`config.mk`:
```
export PLATFORM = sky130hd
export DESIGN_NAME = dup_lock_fsm_flat
export DESIGN_NICKNAME = d
export VERILOG_FILES = /design/src/rtl/dup_lock_fsm_if.sv /design/src/rtl/dup_lock_fsm.sv /design/src/flat_wrapper.sv
export SDC_FILE = /design/constraint.sdc
export NUM_CORES = 1
export LEC_CHECK = 0
export BUFFER_PORTS_ARGS = -buffer_cell sky130_fd_sc_hd__buf_2
export CORE_ASPECT_RATIO = 0.8
export CORE_UTILIZATION = 32
export CTS_CLUSTER_DIAMETER = 100
export DETAILED_ROUTE_END_ITERATION = 7
export SLEW_MARGIN = 20
export SYNTH_ARGS = -nofsm -noshare
export SYNTH_HDL_FRONTEND = slang
export SYNTH_SLANG_ARGS = --single-unit
```
`constraint.sdc`:
```
create_clock -name clk -period 2.9 [get_ports clk]
set_clock_uncertainty 0.1 [all_clocks]
set_input_delay 0.58 -clock clk [delete_from_list [all_inputs] [get_ports clk]]
set_output_delay 0.58 -clock clk [all_outputs]
set_load 0.02 [all_outputs]
```
`src/rtl/dup_lock_fsm_if.sv`:
```
// Bundles the condition/key inputs and the registered output word of the keyed ring controller.
// Latency: none, this is plain wiring.
// Backpressure: none; the controller evaluates every cycle and its outputs carry no ready.
interface dup_lock_fsm_if #(
    parameter int NUM_STATES = 8,
    parameter int X_W        = 4,
    parameter int Y_W        = 8,
    parameter int KEY_W      = 3
);
    localparam int SW = $clog2(NUM_STATES);

    logic [X_W-1:0]   x;
    logic [KEY_W-1:0] keyinput;
    logic [Y_W-1:0]   y;
    logic             y_vld;
    logic [SW-1:0]    state_o;

    // Stimulus side drives conditions and key, observes the registered outputs.
    modport master (
        output x,
        output keyinput,
        input  y,
        input  y_vld,
        input  state_o
    );

    // Controller side.
    modport slave (
        input  x,
        input  keyinput,
        output y,
        output y_vld,
        output state_o
    );
endinterface

```
`src/rtl/dup_lock_fsm.sv`:
```
// Keyed ring controller: NUM_STATES real states, the first KEY_W successors of R0 have decoy twins that corrupt y.
// Latency: one cycle from x/keyinput sample to y/y_vld/state_o update.
// Backpressure: none; accepts x every cycle. Optional macro DUP_LOCK_TRAP_EN adds an absorbing trap state.
module dup_lock_fsm #(
    parameter int               NUM_STATES  = 8,
    parameter int               X_W         = 4,
    parameter int               Y_W         = 8,
    parameter int               KEY_W       = 3,
    parameter logic [KEY_W-1:0] CORRECT_KEY = 3'b101,
    parameter logic [Y_W-1:0]   DECOY_MASK  = 8'hA5,
    parameter int               TRAP_LIMIT  = 4
) (
    input  logic          clk,
    input  logic          rst,
    dup_lock_fsm_if.slave bus
);

    localparam int SW = $clog2(NUM_STATES);
    localparam int CW = $clog2(TRAP_LIMIT + 1);

    // The state is a mode plus a ring index; a duplicate keeps its twin's index.
    typedef enum logic [1:0] {
        MODE_REAL = 2'd0,
        MODE_DUP  = 2'd1,
        MODE_TRAP = 2'd2
    } mode_e;

    mode_e          mode_q, mode_d;
    logic [SW-1:0]  idx_q, idx_d;
    logic [Y_W-1:0] y_q, y_d;
    logic           y_vld_q, y_vld_d;
    logic [CW-1:0]  cnt_q, cnt_d;

    int             s_i;
    int             t_i;
    int             kbit_i;
    logic           cond_a;
    logic           cond_b;
    logic           key_bad;
    logic           legal;
    logic           trap_hit;
    logic [Y_W-1:0] onehot;

    // State, output and decoy-counter registers; reset wins over any transition.
    always_ff @(posedge clk) begin
        if (rst) begin
            mode_q  <= MODE_REAL;
            idx_q   <= '0;
            y_q     <= '0;
            y_vld_q <= 1'b0;
            cnt_q   <= '0;
        end else begin
            mode_q  <= mode_d;
            idx_q   <= idx_d;
            y_q     <= y_d;
            y_vld_q <= y_vld_d;
            cnt_q   <= cnt_d;
        end
    end

    // Next state, next output word and counter update.
    always_comb begin
        // Defaults describe R0 with a quiet output: the abort and recovery result.
        mode_d  = MODE_REAL;
        idx_d   = '0;
        y_d     = '0;
        y_vld_d = 1'b0;
        cnt_d   = cnt_q;

        s_i    = int'(idx_q);
        t_i    = (s_i >= NUM_STATES - 1) ? 0 : s_i + 1;
        kbit_i = (t_i >= 1) ? t_i - 1 : 0;

        cond_a  = |(bus.x & (X_W'(1) << (s_i % X_W)));
        cond_b  = |(bus.x & (X_W'(1) << ((s_i + 1) % X_W)));
        // Only the key bit of the target matters, so a wrong key never sticks.
        key_bad = (t_i >= 1) && (t_i <= KEY_W) &&
                  (|((bus.keyinput ^ CORRECT_KEY) & (KEY_W'(1) << kbit_i)));
        onehot  = Y_W'(1) << (t_i % Y_W);

`ifdef DUP_LOCK_TRAP_EN
        trap_hit = (cnt_q == CW'(TRAP_LIMIT - 1));
`else
        trap_hit = 1'b0;
`endif

        case (mode_q)
            MODE_REAL: legal = (s_i < NUM_STATES);
            MODE_DUP:  legal = (s_i >= 1) && (s_i <= KEY_W);
            default:   legal = 1'b0;
        endcase

`ifdef DUP_LOCK_TRAP_EN
        if (mode_q == MODE_TRAP) begin
            mode_d = MODE_TRAP;
        end else
`endif
        if (legal) begin
            if (cond_a) begin
                if (key_bad) begin
                    if (cnt_q != CW'(TRAP_LIMIT)) begin
                        cnt_d = cnt_q + 1'b1;
                    end
                    if (trap_hit) begin
                        mode_d = MODE_TRAP;
                    end else begin
                        mode_d  = MODE_DUP;
                        idx_d   = SW'(t_i);
                        y_d     = onehot ^ DECOY_MASK;
                        y_vld_d = 1'b1;
                    end
                end else begin
                    mode_d  = MODE_REAL;
                    idx_d   = SW'(t_i);
                    y_d     = onehot;
                    y_vld_d = 1'b1;
                end
            end else if (!cond_b) begin
                // Hold: stay put, output goes quiet.
                mode_d = mode_q;
                idx_d  = idx_q;
            end
        end
    end

    assign bus.y       = y_q;
    assign bus.y_vld   = y_vld_q;
    // A duplicate reports its twin's index; the trap reports 0.
    assign bus.state_o = (mode_q == MODE_TRAP) ? '0 : idx_q;

endmodule

```
`src/flat_wrapper.sv`:
```
// flat-port wrapper written by rule: the top's interface ports become plain ports
module dup_lock_fsm_flat 
#(
    parameter int               NUM_STATES  = 8,
    parameter int               X_W         = 4,
    parameter int               Y_W         = 8,
    parameter int               KEY_W       = 3,
    parameter logic [KEY_W-1:0] CORRECT_KEY = 3'b101,
    parameter logic [Y_W-1:0]   DECOY_MASK  = 8'hA5,
    parameter int               TRAP_LIMIT  = 4
)
  (clk, rst, bus_x, bus_keyinput, bus_y, bus_y_vld, bus_state_o);
  dup_lock_fsm_if #(.NUM_STATES(NUM_STATES), .X_W(X_W), .Y_W(Y_W), .KEY_W(KEY_W)) bus_i ();
  input  logic clk;
  input  logic rst;
  input wire logic [$bits(bus_i.x)-1:0] bus_x;
  input wire logic [$bits(bus_i.keyinput)-1:0] bus_keyinput;
  output wire logic [$bits(bus_i.y)-1:0] bus_y;
  output wire logic [$bits(bus_i.y_vld)-1:0] bus_y_vld;
  output wire logic [$bits(bus_i.state_o)-1:0] bus_state_o;
  assign bus_i.x = bus_x;
  assign bus_i.keyinput = bus_keyinput;
  assign bus_y = bus_i.y;
  assign bus_y_vld = bus_i.y_vld;
  assign bus_state_o = bus_i.state_o;
  dup_lock_fsm #(.NUM_STATES(NUM_STATES), .X_W(X_W), .Y_W(Y_W), .KEY_W(KEY_W), .CORRECT_KEY(CORRECT_KEY), .DECOY_MASK(DECOY_MASK), .TRAP_LIMIT(TRAP_LIMIT)) u_core (.clk(clk), .rst(rst), .bus(bus_i));
endmodule
```
---- After elaboration in Yosys (flattened, before gate mapping) ----
Index checks and enable logic that the tools add are counted.
Widths: inputs -> output; s select.
storage, ports and cells
  flip-flop bits (word level) ............. 14
  latch bits .............................. 0
  RAM bits ................................ 0
  memory bits (read-only) ................. 0
  input port bits ......................... 9
  output and inout port bits .............. 12
  word-level logic and storage cells ...... 49
  memories kept ........................... 0
operators by class
  $add $sub $neg .......................... 2
  multiply operators ...................... 0
  div/mod/pow operators ................... 0
  $lt $le $gt $ge ......................... 5
  equal/unequal tests ..................... 2
  shifts and indexed selects .............. 4
  multiplexer cells ....................... 11
  bitwise gates (word level) .............. 9
  reduce and logical (&&, ||, !) cells .... 12
operators by type and width
  cell                   count
  $mux 32                2
  $ge 32x2->1 const B    1
  $le 32x3->1 const B    1
  $shl 1x32->3 const A   1
  $shl 1x32->4 const A   1
  $shl 1x32->8 const A   1
  $sub 32x2->32 const B  1
  $mux 3                 3
  $reduce_or 3->1        3
  $and 4x4->4            2
  $mux 8                 1
  $reduce_or 4->1        2
  $add 3x1->4 const B    1
  $mux 2                 2
  $not 4->4              1
  $reduce_or 2->1        2
  $shl 1x2->4 const A    1
  $and 3x3->3            1
  $ge 3x1->1 const B     1
  $ge 3x3->1 const B     1
  $le 3x2->1 const B     1
  $logic_and 1x1->1      3
  $eq 2x1->1 const B     1
  $eq 2x2->1 const B     1
  8 further kinds        10

---- Depth between registers and ports, before layout ----
Gate-level depths: netlist (run 1).
  depth after elaboration ................. 10
  gate-level depth with buffers ........... 10

---- Least setup slack after synthesis (run 1) ----
No wires, ideal clock.
  kind .................................... reg2reg
  from .................................... register u_core.idx_q[0]
  to ...................................... register u_core.mode_q[0]
  arrival ................................. 2.599 ns
  data required time ...................... 2.686 ns
  path slack .............................. 0.087 ns
  cell stages (with the launch flop) ...... 11
  clock period less this slack ............ 2.813 ns
  cells stage by stage .................... dfxtp_1 ha_1 ha_1 a31oi_1 nand2_1 inv_1 ha_1 or4b_1 o221ai_2 or2_2 a2bb2o_4
on the way
  word-level cells in the longest chain between the ends .. 10
  elaborated cells between the ends (all ways) .. 29
ends and longest elaborated chain
  what                                          line                                    text
  start, declared                               dup_lock_fsm.sv:29                      logic [SW-1:0] idx_q, idx_d;
  start signal, assigned                        dup_lock_fsm.sv:54                      idx_q <= idx_d;
  $add 3x1->4 or $ge 3x3->1 (tied branches)     dup_lock_fsm.sv:71                      t_i = (s_i >= NUM_STATES - 1) ? 0 : s_i + 1;
  $mux 32                                       dup_lock_fsm.sv:71
  $sub 32x2->32 or $ge 32x2->1 (tied branches)  dup_lock_fsm.sv:72, dup_lock_fsm.sv:77
  $mux 32                                       dup_lock_fsm.sv:72                      kbit_i = (t_i >= 1) ? t_i - 1 : 0;
  $shl 1x32->3                                  dup_lock_fsm.sv:78                      (|((bus.keyinput ^ CORRECT_KEY) & (KEY_W'(1) << kbit_i)));
  $and 3x3->3                                   dup_lock_fsm.sv:78
  $reduce_or 3->1                               dup_lock_fsm.sv:78
  $logic_and 1x1->1                             dup_lock_fsm.sv:77                      key_bad = (t_i >= 1) && (t_i <= KEY_W) &&
  $mux 1                                        dup_lock_fsm.sv:100                     if (key_bad) begin
  $mux 2                                        dup_lock_fsm.sv:99                      if (cond_a) begin
  end signal, assigned                          dup_lock_fsm.sv:53                      mode_q <= mode_d;
  end, declared                                 dup_lock_fsm.sv:28                      mode_e mode_q, mode_d;
Parallel ways exist; a longest one is shown, timed or not.
A chain may end at the register's enable or synchronous reset.

---- Worst setup path in the final report (run 1) ----
Ends and elaborated chain as after synthesis.

==> results.md, run 1 <==
Status:
- The flow ran to the end, but the final reports show violations.
- The checks that failed: DRC.

Global routing:
- The final global-route overflow total is 0.
- Across every metal layer, demand over resource in global routing totals 0.1321.
- The number of antenna violations at the first check in global routing is 0.
- Entering global routing, the biggest net connects 10 pins.
- The via count of the first global-routing pass came to between 600 and 700.
- The first global-routing pass estimated between 2 and 3 mm of wire.

Setup path:
- The source of the worst register-to-register timing path is u_core.idx_q[0].
- The reg2reg setup slack is 0.18 ns.
- The required arrival time at the worst endpoint is 2.99 ns.
- The cell depth of the worst flop-to-flop path is 10.
- The endpoint class of the critical path is a flip-flop.
- Along the worst path, the maximum fanout reaches 6.
- The worst setup path category is reg -> reg.
- At the worst endpoint, the arrival time is approximately 2.8 ns.
- STA classifies the critical path startpoint as a flip-flop.
- The endpoint identified for the worst register-to-register timing path is u_core.mode_q[0].

Synth:
- The number of enable-type register cells in the synthesized netlist is 0.
- For this run, the register share of the synthesized area comes to 0.3307.
- The library cell with the highest instance count after synthesis is sky130_fd_sc_hd__dfxtp_1.
- The count of different cell masters after synthesis is 33.
- The top cell type by total area after synthesis is sky130_fd_sc_hd__dfxtp_1.
- The synthesized instance count is 80.
- The number of warnings printed during yosys synthesis is 0.
- The share of async-settable or async-resettable flops after synthesis is 0.
- After synthesis, the most frequently instantiated cells are sky130_fd_sc_hd__dfxtp_1, sky130_fd_sc_hd__ha_1, sky130_fd_sc_hd__inv_1.
- The synthesized area per cell is just under 10 µm².
- Among all flip-flop cells after synthesis, the most frequent one is sky130_fd_sc_hd__dfxtp_1.
- When the netlist entered floorplanning its net count stood at 101.
- The number of synthesized register bits is 13.
- By area the synthesized netlist is led by sky130_fd_sc_hd__dfxtp_1, sky130_fd_sc_hd__ha_1, sky130_fd_sc_hd__a22oi_1.
- After synthesis the cells add up to 787.0 µm².
- Of the post-synthesis cell area, the dominant cell type holds 0.3307.

Layout:
- The finished cells cover about 970 µm².
- The area growth from synthesis to layout is 23.21%.
- Of the cells placed in the final design, the portion with a size suffix greater than 1 is 0.3925.
- After the last flow step, the layout net total stands at about 130.
- The finished layout holds ~130 standard cells, fillers aside.
- In the final layout, flip-flops and latches occupy ~260 µm².
- The total area of multi-input combinational cells is 493.0 µm².
- The number of antenna diodes in the final layout is 0.
- Counting the fill cells in the layout gives 227.

Floorplan:
- The horizontal extent of the die is about 57 µm.
- The total number of placement rows is 15.
- The initial core utilization is 0.3524.
- The die height is 46.36 µm.
- The total I/O pin count is 21.
- The floorplan step defined a die boundary enclosing around 2700 µm².
- The total area inside the core boundary comes to roughly 2200 µm².

Pwr:
- The maximum VDD drop is 468.3 µV.
- In this run the power density over the cells is 1013 nW/µm².
- The reported leakage power is about 0.49 nW.

STA:
- The final count of pins violating max slew is 0.
- Setup repair after global routing left no endpoint under its margin.
- The total count of hold-check failures in the final report is 0.
- The worst hold slack after final layout is around 0.43 ns.
- Dividing the final minimum period by the clock period gives 0.9393.
- The number of setup violations in the final report is 0.
- The least setup slack across all paths after layout is ~0.18 ns.
- Based on the critical path, the design can be clocked at up to about 0.37 GHz.
- Subtracting the final worst setup slack from the clock period gives about 2.7 ns.
- The setup TNS is 0 ns.

Clocking:
- The clock tree from TritonCTS is built.
- The clock passes through at most 2 buffers.
- Hold repair after CTS inserted 0 buffers.
- The number of buffers inserted by post-CTS setup repair is 0.
- The TritonCTS buffer count is 3.
- The clock transition time at the flip-flop clock pins of the worst setup and hold paths is around 0.08 ns.
- The number of cells upsized or downsized after cts is 0.
- CTS built an H-tree with a depth of 1.
- The clock net in this run drives a total of 13 sinks.
- The buffer cell driving the clock tree root is sky130_fd_sc_hd__clkbuf_4.
- The clock latency reported for the late side of the worst-skew pair is about 0.28 ns.

Route:
- For this run, design rule violations remaining after detail routing come to 1.
- The number of vias per cell is between 5 and 6.
- The routed via count is 668.
- After detailed routing, the average wire length per cell comes to around 12 µm.
- The antenna violation net count after detailed routing is 0.
- Wires add up to ~1.6 mm.
- The first detailed-routing pass took 6 iterations.
- For this block, the initial DRC count from the detailed router was 17.

Place:
- Input and output buffers added on the ports amount to 20.
- Detailed placement finished with a half-perimeter wire length of ~1.3 mm.
- At the end of routability-driven placement, the weighted congestion stood at about 0.86.
- The placed instance count is ~130.
- The worst slack at placement is around 0.15 ns.
- After detailed placement, the total cell area comes to approximately 940 µm².

Flow run:
- Max-cap violations in this run came to 0.

Min path:
- In this run the most critical hold path is launched from u_core.mode_q[0].
- The worst hold endpoint is u_core.mode_q[0].
- Counting instances, the worst hold path has a depth of 1.
- The min-delay analysis places its worst path in the category reg -> reg.
## where the power goes
group,leakage [nW],total [mW],internal [mW],switching (mW)
logic,0.371,0.626,0.261,0.365
clock network,0.0150,0.112,0.0533,0.0587
registers,0.106,0.244,0.228,0.0167
total,0.492,0.982,0.541,0.441
## critical path: stages (launching register included)
cell,delay [ns]
sky130_fd_sc_hd__dfxtp_1,0.32
sky130_fd_sc_hd__ha_1,0.25
sky130_fd_sc_hd__ha_2,0.22
sky130_fd_sc_hd__a31oi_1,0.18
sky130_fd_sc_hd__nand2_1,0.13
sky130_fd_sc_hd__inv_1,0.13
sky130_fd_sc_hd__ha_1,0.26
sky130_fd_sc_hd__or4b_1,0.53
sky130_fd_sc_hd__o221ai_2,0.11
sky130_fd_sc_hd__or2_2,0.19
sky130_fd_sc_hd__a2bb2o_4,0.21
## state kept, by name, indices dropped and copies added (netlist names)
signal and cells:
u_core.bus.y 8, u_core.mode_q 1, u_core.bus.y_vld 1, u_core.idx_q 3
## cells by family (layout without fill, tap and decap cells)
family / Yosys count / in the layout / synth area share
AOI/OAI and AO/OA: 23 / 23 / 0.2337
adders and majority gates: 12 / 12 / 0.1908
other: 1 / 1 / 0.004765
DFF: 13 / 13 / 0.3307
and+or+nand+nor: 22 / 22 / 0.1940
buffers and inverters: 9 / 36 / 0.04611
## cells in the final DEF (no fill, tap or decap), drive strengths merged, types with 4 or more instances in the layout
master	count
nand2	5
clkbuf	4
ha	12
and3	4
inv	9
a21oi	5
a22oi	4
buf	23
dfxtp	13
## metrics by stage
step	power [mW]	util
2_1_floorplan	0.7089	-
3_3_place_gp	0.8645	0.4213
3_5_place_dp	0.8705	0.4213
4_1_cts	0.9876	0.4331
5_1_grt	1.065	0.4342
6_report	0.9823	0.4342
## routing by layer
metal  track usage  routed length [µm]  part of all wire
met4       0.01951                   0                 0
met2        0.2186                 715              0.44
met1        0.1714                 806              0.50
met3       0.04494                  90             0.056
met5             0                   0                 0
## layout make-up
cell class | count | area share
multi-input cells | 58 | 0.5084
well taps | 25 | 0.03226
clock buffers | 4 | 0.02710
flip-flops and latches | 13 | 0.2684
repair buffers | 23 | 0.1265
inverters | 9 | 0.03742
## how the worst max path moves through the flow
stage | startpoint | end | cells after the start
floorplan | u_core.idx_q[0] | u_core.mode_q[0] | 10
global placement | u_core.idx_q[0] | u_core.mode_q[0] | 10
detailed placement | u_core.idx_q[0] | u_core.mode_q[0] | 10
CTS | u_core.idx_q[0] | u_core.mode_q[0] | 10
global route | u_core.idx_q[0] | u_core.mode_q[0] | 10
finish | u_core.idx_q[0] | u_core.mode_q[0] | 10
(Power assumes the default switching activity.)
==> run 2, diff against run 1 <==
--- a/config.mk
+++ b/config.mk
@@ -6,10 +6,12 @@
 export NUM_CORES = 1
 export LEC_CHECK = 0
 export BUFFER_PORTS_ARGS = -buffer_cell sky130_fd_sc_hd__buf_2
+export CAP_MARGIN = 40
 export CORE_ASPECT_RATIO = 0.8
 export CORE_UTILIZATION = 32
 export CTS_CLUSTER_DIAMETER = 100
 export DETAILED_ROUTE_END_ITERATION = 7
+export PLACE_DENSITY = 0.53
 export SLEW_MARGIN = 20
 export SYNTH_ARGS = -nofsm -noshare
 export SYNTH_HDL_FRONTEND = slang
==> constraint.sdc (replaced) <==
create_clock -name clk -period 3.48 [get_ports clk]
set_clock_uncertainty 0.1 [all_clocks]
set_input_delay 0.696 -clock clk [delete_from_list [all_inputs] [get_ports clk]]
set_output_delay 0.696 -clock clk [all_outputs]
set_load 0.02 [all_outputs]
==> run 2 against run 1 <==
Against the previous run: the run still ends with DRC left; register-to-register slack improved by 0.37 ns; fmax decreased by 7.1%; combinational power decreased by 24%; sequential share of layout area increased by 0.71 points; die area unchanged; cell count decreased by 2.3%; critical path depth unchanged; flip-flop and latch count unchanged; sequential power decreased by 8.2%; utilization decreased by 1.1 points; critical path type unchanged; critical endpoint unchanged; highest routed layer is now met4.
==> results.md, run 2 (synthesis gave the netlist of run 1 again) <==
Route:
- The aggregate routed wire length is 1.515 mm (was 1.612 mm).
- The routed via count is 650 (was 668).
- The violation count after the first detailed-routing iteration is 16 (was 17).
- The residual DRC count is 1 (unchanged).
- The number of vias per cell is 5.039 (was 5.061).
- The routed wire length per instance was 11.74 µm (was 12.21 µm).
- The antenna violation net count after detailed routing came to 0 (unchanged).
- The iteration count of the initial detailed-routing pass is 6 (unchanged).

Setup path:
- The required arrival time at the worst endpoint came to 3.55 ns (was 2.99 ns).
- The cell depth of the worst flop-to-flop path is 10 (unchanged).
- Cell-by-cell trace of the critical path: ha_1 > ha_1 > a31oi_1 > nand2_1 > inv_1 > ha_1 > or4b_1 > o221ai_2 > or2_2 > a2bb2o_4 (was ha_1 > ha_2 > a31oi_1 > nand2_1 > inv_1 > ha_1 > or4b_1 > o221ai_2 > or2_2 > a2bb2o_4).
- The number of logic stages on the critical path including buffering is 10 (unchanged).
- The count of buffer and inverter cells on the critical path is 1 (unchanged).
- The worst setup path category is reg -> reg (unchanged).
- The maximum fanout count along the critical path came to 9 (was 6).
- The worst-path cell with the longest stage delay is sky130_fd_sc_hd__or4b_1 (unchanged).
- The launching element type of the critical path is a flip-flop (unchanged).
- The most repeated library cell on the critical path is sky130_fd_sc_hd__ha_1 (unchanged).
- The critical path data arrival time is 3.00 ns (was 2.81 ns).
- The endpoint class of the critical path is a flip-flop (unchanged).
- The family of cells with the greatest summed delay on the critical path is adder cells (was simple AND/OR/NAND/NOR gates).
- The worst stage delay on the critical path came to 0.52 ns (was 0.53 ns).

Global routing:
- The number of antenna violations at the first check in global routing came to 0 (unchanged).
- The total global-route track usage is 0.1252 (was 0.1321).
- The largest net degree at the start of global routing is 11 (was 10).
- The final global-route overflow total is 0 (unchanged).
- The global-route wire length before repair is 2.456 mm (was 2.656 mm).
- The via count of the first global-routing pass came to 545 (was 624).

Place:
- The routability-driven placement congestion ratio is 0.8740 (was 0.8634).
- The worst slack at placement is 0.5713 ns (was 0.1518 ns).
- The sum of net half-perimeters after detailed placement was 1.232 mm (was 1.299 mm).
- The number of buffer cells added on primary ports was 20 (unchanged).

Floorplan:
- The horizontal extent of the die came to 57.45 µm (unchanged).
- The area of the core was 2233 µm² (unchanged).
- The die height was 46.36 µm (unchanged).
- The total I/O pin count came to 21 (unchanged).
- The initial core utilization is 0.3524 (unchanged).
- The area enclosed by the die boundary is 2663 µm² (unchanged).
- The total number of placement rows is 15 (unchanged).

Clocking:
- The H-tree depth is 1 (unchanged).
- The TritonCTS buffer count is 3 (unchanged).
- The clock transition time at the flip-flop clock pins of the worst setup and hold paths was 0.09 ns (was 0.08 ns).
- The clock tree from TritonCTS is built (unchanged).
- The buffer cell driving the clock tree root was sky130_fd_sc_hd__clkbuf_4 (unchanged).
- The number of cells upsized or downsized after cts was 0 (unchanged).
- The number of buffers inserted by post-CTS setup repair is 0 (unchanged).
- The number of buffers inserted by hold repair at cts came to 0 (unchanged).
- The total number of clock tree sinks is 13 (unchanged).
- The clock latency reported for the late side of the worst-skew pair is 0.28 ns (about the same).
- The maximum buffer depth of the clock tree is 2 (unchanged).

STA:
- The setup TNS came to 0 ns (unchanged).
- The share of the cycle needed by the critical path after routing came to 0.8421 (was 0.9393).
- The least setup slack across all paths after layout is 0.5493 ns (was 0.1761 ns).
- The clock period minus final worst setup slack is 2.931 ns (was 2.724 ns).
- The total count of hold-check failures in the final report is 0 (unchanged).
- The maximum frequency from static timing analysis was 0.3412 GHz (was 0.3671 GHz).
- Unrepaired setup endpoints after global routing: false (unchanged).
- The final count of pins violating max slew came to 0 (unchanged).
- The number of setup violations in the final report came to 0 (unchanged).

Flow run:
- The number of max-cap violations is 0 (unchanged).

Pwr:
- The ratio of total power to cell area came to 842.0 nW/µm² (was 1013 nW/µm²).
- The reported leakage power was 0.4790 nW (was 0.4919 nW).
- The maximum VDD drop is 321.6 µV (was 468.3 µV).
- The overall power is 0.7954 mW (was 0.9823 mW).

Layout:
- The total of fill cells in the finished design came to 227 (unchanged).
- The total area of multi-input combinational cells is 490.5 µm² (was 493.0 µm²).
- The number of inserted diodes is 0 (unchanged).
- The flip-flop count of the largest register, all copies and words added is 8 (unchanged).
- The share of cells above drive strength 1 is 0.3654 (was 0.3925).
- The register cell area after layout came to 260.3 µm² (unchanged).
- Most frequent cells in the layout: sky130_fd_sc_hd__buf_2, sky130_fd_sc_hd__dfxtp_1, sky130_fd_sc_hd__ha_1 (unchanged).
- The signed area change from the synthesized netlist to the final layout came to 20.03% (was 23.21%).
- The layout net count came to 126 (was 129).
- The leading cell type in the layout, fill and taps excluded is sky130_fd_sc_hd__buf_2 (unchanged).

Status:
- Failing checks: DRC (unchanged).
- Outcome: finished, violations left (unchanged).

Min path:
- The worst hold path cell count is 1 (unchanged).
- The path category of the worst min-delay check is reg -> reg (unchanged).
[run 2: worst paths after layout]
check / start / endpoint / slack, ns
max: u_core.idx_q[1] / u_core.mode_q[0] / 0.55
min: u_core.mode_q[0] / u_core.mode_q[0] / 0.42
max reg2reg: u_core.idx_q[1] / u_core.mode_q[0] / 0.55
min reg2reg: u_core.mode_q[0] / u_core.mode_q[0] / 0.42
[run 2: power by group]
group	internal, mW	switching [mW]
logic	0.203	0.274
registers	0.190	0.0340
clock network	0.0445	0.0494
total	0.438	0.358
[run 2: cell type report]
class                      instances  area share
timing repair buffer              20      0.1060
inverter                           9     0.03841
sequential                        13      0.2755
clock buffer                       4     0.02781
multi-input combinational         58      0.5192
tap                               25     0.03311
[run 2: routing by layer]
metal / share of wire / global-route usage / wire length (µm)
met1: 0.52 / 0.1675 / 784
met5: 0 / 0 / 0
met2: 0.41 / 0.1860 / 627
met3: 0.050 / 0.03652 / 75
met4: 0.018 / 0.05854 / 27
[run 2: metrics by stage]
step | util | area, µm² | hold WS [ns] | cells
3_5_place_dp | 0.4112 | 918.4 | 0.3922 | 125
3_3_place_gp | 0.4112 | 918.4 | 0.4050 | 125
6_report | 0.4230 | 944.7 | 0.4205 | 129
5_1_grt | 0.4230 | 944.7 | 0.4564 | 129
2_1_floorplan | - | 787.0 | 0.3663 | 80
4_1_cts | 0.4230 | 944.7 | 0.4182 | 129
